## src/rtl/alu_issue_seq.sv

```systemverilog
// alu_issue_seq: issue/sequencing stage that feeds TotalALU and returns its results.
//   clk, reset        : rising-edge clock, synchronous active-high reset
//   in_valid/in_ready : decoder handshake carrying in_funct, in_a, in_b
//   alu_signal/dataA/B: drive to TotalALU; alu_result is its output
//   res_valid/ready   : result handshake carrying res_data, res_funct
//   busy              : MULTU/DIVU operands are being held
//   illegal           : one-cycle pulse when an unsupported funct is dropped
module alu_issue_seq #(
    parameter int WIDTH = 32,
    parameter int MULDIV_CYCLES = 32
) (
    input  logic             clk,
    input  logic             reset,
    input  logic             in_valid,
    output logic             in_ready,
    input  logic [5:0]       in_funct,
    input  logic [WIDTH-1:0] in_a,
    input  logic [WIDTH-1:0] in_b,
    output logic [5:0]       alu_signal,
    output logic [WIDTH-1:0] alu_dataA,
    output logic [WIDTH-1:0] alu_dataB,
    input  logic [WIDTH-1:0] alu_result,
    output logic             res_valid,
    input  logic             res_ready,
    output logic [WIDTH-1:0] res_data,
    output logic [5:0]       res_funct,
    output logic             busy,
    output logic             illegal
);
    localparam int CW = MULDIV_CYCLES > 1 ? $clog2(MULDIV_CYCLES) : 1;
    localparam logic [5:0] NOP = 6'd32;
    typedef enum logic [1:0] {IDLE, EXEC, MDWAIT, RESULT} state_t;
    state_t state;
    logic [CW-1:0] cnt;
    logic single, muldiv;
    assign in_ready = state == IDLE;
    always_comb begin
        single = in_funct inside {6'd36, 6'd37, 6'd32, 6'd34, 6'd42, 6'd0, 6'd2, 6'd16, 6'd18};
        muldiv = in_funct inside {6'd25, 6'd27};
    end
    always_ff @(posedge clk) begin
        if (reset) begin
            state      <= IDLE;
            alu_signal <= NOP;
            alu_dataA  <= '0;
            alu_dataB  <= '0;
            res_valid  <= 1'b0;
            res_data   <= '0;
            res_funct  <= '0;
            busy       <= 1'b0;
            illegal    <= 1'b0;
            cnt        <= '0;
        end else begin
            illegal <= 1'b0;
            case (state)
                IDLE: if (in_valid) begin
                    if (single || muldiv) begin
                        alu_signal <= in_funct;
                        alu_dataA  <= in_a;
                        alu_dataB  <= in_b;
                        state      <= muldiv ? MDWAIT : EXEC;
                        busy       <= muldiv;
                        cnt        <= muldiv ? CW'(MULDIV_CYCLES - 1) : cnt;
                    end else begin
                        illegal <= 1'b1;
                    end
                end
                EXEC: begin
                    res_data   <= alu_result;
                    res_funct  <= alu_signal;
                    res_valid  <= 1'b1;
                    alu_signal <= NOP;
                    alu_dataA  <= '0;
                    alu_dataB  <= '0;
                    state      <= RESULT;
                end
                // Operands stay put so TotalALU sees one uninterrupted MULTU/DIVU.
                MDWAIT: if (cnt == '0) begin
                    alu_signal <= NOP;
                    alu_dataA  <= '0;
                    alu_dataB  <= '0;
                    busy       <= 1'b0;
                    state      <= IDLE;
                end else begin
                    cnt <= cnt - 1'b1;
                end
                RESULT: if (res_ready) begin
                    res_valid <= 1'b0;
                    state     <= IDLE;
                end
            endcase
        end
    end
endmodule

```

## config.mk

```make
export PLATFORM = sky130hd
export DESIGN_NAME = alu_issue_seq
export DESIGN_NICKNAME = d
export VERILOG_FILES = /design/src/rtl/alu_issue_seq.sv
export SDC_FILE = /design/constraint.sdc
export NUM_CORES = 1
export LEC_CHECK = 0
export ABC_AREA = 1
export ABC_CLOCK_PERIOD_IN_PS = 2300
export BUFFER_PORTS_ARGS = -buffer_cell sky130_fd_sc_hd__buf_2
export CORE_MARGIN = 1
export CORE_UTILIZATION = 37
export CTS_CLUSTER_DIAMETER = 200
export DETAILED_ROUTE_END_ITERATION = 12
export SKIP_CTS_REPAIR_TIMING = 1
export SYNTH_ARGS = -nofsm -noshare
export SYNTH_HDL_FRONTEND = slang
export SYNTH_SLANG_ARGS = --single-unit
```

## constraint.sdc

```tcl
create_clock -name clk -period 2.3 [get_ports clk]
set_input_delay 0.23 -clock clk [delete_from_list [all_inputs] [get_ports clk]]
set_output_delay 0.23 -clock clk [all_outputs]
set_load 0.02 [all_outputs]
```

==> results.tsv <==
stage	metric	value	unit
status	outcome	finished clean	
placed_design	pre_cts_slack	0.494	ns
cts	cts_tree	yes	
yosys	syn_area_per_cell	6.35	um^2
setup_path	critPathLaunchType	register	
global_route	grt_pass1_vias	4858	
setup_path	r2r_start	state[0]$_SDFFE_PP0P_	
global_route	antenna_found_initial	2	
cts	cts.sinks	118	
global_route	overflow	0	
setup_path	critPathMostFrequentCell	nand2_1	
pwr	p_sw	4.11	mW
pwr	p_seq_share	29.7	%
floorplan	die-area	15300	um^2
cts	clkTransAtPathRegs	0.06	ns
final_layout	layout_common_cells	217 x buf_2, 214 x nor2_1, 200 x nand2_1	
floorplan	core_area	14500	um^2
timing	setup_slack	0.496	ns
final_layout	drive_gt1_share	25.5	%
yosys	ys_ff_latch	118	
setup_path	reg2reg_depth	9	
global_route	grt_pass1_wl	23.6	mm
final_layout	fin_nets	1179	
yosys	syn_area	5480	um^2
setup_path	r2r_end	cnt[4]$_SDFFE_PP0P_	
cts	h-tree-depth	4	
pwr	ir_drop	793	uV
floorplan	ios	218	
setup_path	worstPathArrival	2.14	ns
pwr	p_sw_share	40.5	%
floorplan	start_util	37.9	%
floorplan	rows	44	
placed_design	post_dp_cell_area	6750	um^2
drt	route.detailed.drc	0	
drt	vias	5572	
final_layout	utilization	51.2	%
cts	cts_made_buffers	17	
timing	period_share	78.4	%
pwr	power	10.1	mW
placed_design	dp_hpwl	10.1	mm
timing	rsz0062_at_grt	false	
final_layout	multi_input_area	2310	um^2
final_layout	design_area	7410	um^2
final_layout	syn2layout_area_growth	35.2	%
final_layout	finalNonFillerCells	1265	
setup_path	crit_type	reg2reg	
final_layout	seq_area	2360	um^2
placed_design	io_buffers	217	
drt	routed_via_density	4.40	
yosys	syn_nets	976	
yosys	synth_cell_types	21	
drt	first_iter_violations	343	
setup_path	path_cells	inv_1 -> ha_1 -> inv_1 -> nand2_1 -> nand4_1 -> buf_4 -> nand2_1 -> nand2_1 -> a21oi_1	
setup_path	slowest_stage	ha_1	
global_route	grt_max_degree	72	
worst_hold_path	hp-start	alu_result[24]	
timing	finalHoldViolations	0	
yosys	yosys_warnings	0	
setup_path	crit_buf_inv	3	
setup_path	path_max_fanout	10	
flow_run	max_cap_violations	0	
setup_path	r2r_setup_slack	0.50	ns
setup_path	required	2.64	ns
timing	clock_skew	0.00995	ns
worst_hold_path	hp-class	in2reg	
cts	clk_latency	0.41	ns
drt	drt-pass1-iter-count	5	
placed_design	place_inst	1230	
timing	period_needed	1.80	ns
final_layout	mostFrequentLayoutCell	buf_2	
setup_path	crit_start	state[0]$_SDFFE_PP0P_	
pwr	clkPwrFrac	28.4	%
timing	max_freq	554	MHz
yosys	synth_cells	863	
setup_path	critPathCapture	cnt[4]$_SDFFE_PP0P_	
setup_path	cp.depth	9	
setup_path	endpoint_kind	register	
timing	finalSetupTns	0	ns
placed_design	routabilityCongestion	0.762	
timing	fin_hold_ws	0.0369	ns
cts	cts_root_buf	clkbuf_16	
pwr	power_density	1370	nW/um^2
pwr	pwr-share-comb	41.8	%
floorplan	chipHeight	124	um
final_layout	fill_cells	1535	
timing	worst_pin_slew	0.438	ns
global_route	grtUsageTotal	20.0	%
setup_path	slowest_delay	0.39	ns
timing	drv_slew	0	
drt	drtAntennaViolNets	0	
cts	clock_path_buffers	2	
floorplan	die_w	124	um
timing	setup_violations	0	
pwr	p_int	6.03	mW
pwr	leakagePower	4.32	nW
yosys	ys_seq_area_share	43.1	%
drt	postRouteWirelength	14.9	mm
setup_path	path_delay_family	buffers and inverters	
drt	wire_per_inst	11.7	um
timing	relSlewSlack	70.8	%
flip-flops by register name (all words and copies together) (netlist names):
signal / cells
alu_signal: 6
busy: 1
illegal: 1
res_funct: 6
res_data: 32
res_valid: 1
cnt: 5
alu_dataA: 32
alu_dataB: 32
state: 2
worst reg2reg max path: stages, from the launching register on:
cell	delay, ns
dfxtp_1	0.32
inv_1	0.13
ha_1	0.39
inv_1	0.11
nand2_1	0.07
nand4_1	0.24
buf_4	0.24
nand2_1	0.05
nand2_1	0.04
a21oi_1	0.14
power by group through the flow:
stage / registers, mW / clock network [mW] / logic, mW
after detailed placement: 3.04 / 0 / 4.27
after global placement: 3.03 / 0 / 4.27
after floorplan: 3.83 / 0 / 2.19
after CTS: 3.02 / 2.95 / 4.29
final: 3.01 / 2.88 / 4.24
after global routing: 3.10 / 3.04 / 4.81
cell type report:
cell class / count / area share [%]
clock buffer: 21 / 6.48
sequential: 118 / 31.9
timing repair buffer: 233 / 17.0
tap: 184 / 3.11
multi-input combinational: 539 / 31.2
inverter: 157 / 7.97
clock inverter: 11 / 2.30
antenna: 2 / 0.0675
layer usage:
layer,global-route usage (%),routed length [um]
met5,0,12
met4,8.58,246
met3,8.42,1290
met2,29.7,6460
met1,25.4,6850
synth_stat cells:
library cell	n	area share, %
nand2_1	200	14
ha_1	7	1.6
nand4_1	40	4.6
inv_2	2	0.14
nor2_1	214	15
dfxtp_1	118	43
clkinv_1	2	0.14
nand3_2	1	0.18
a31o_2	1	0.16
clkbuf_1	30	2.1
or2_2	2	0.23
buf_2	12	1.1
buf_1	3	0.21
a21oi_1	15	1.4
inv_1	153	10
a22oi_1	1	0.14
o21ai_0	45	4.1
buf_6	4	0.82
nor2_2	3	0.34
nand3_1	8	0.73
nand2_2	2	0.23
worst min path at each step:
stage                           endpoint  slack, ns  cells after the start
5_1_grt        res_data[28]$_SDFFE_PP0P_       0.02                      3
2_1_floorplan        cnt[3]$_SDFFE_PP0P_       0.30                      1
4_1_cts              cnt[3]$_SDFFE_PP0P_      -0.02                      2
6_report       res_data[24]$_SDFFE_PP0P_       0.04                      3
3_3_place_gp         cnt[3]$_SDFFE_PP0P_       0.43                      2
3_5_place_dp         cnt[3]$_SDFFE_PP0P_       0.43                      2
logic make-up (layout without fill, tap and decap cells):
family          after synthesis  after routing  share of synthesized area, %
flops                       118            118                          43.1
compound gates               62             62                          5.77
simple gates                470            470                          34.6
other cells                   0              2                             0
buf+inv                     206            422                          14.9
fa+ha+maj                     7              7                          1.60
Note: power is estimated with default switching activity, not from simulation.
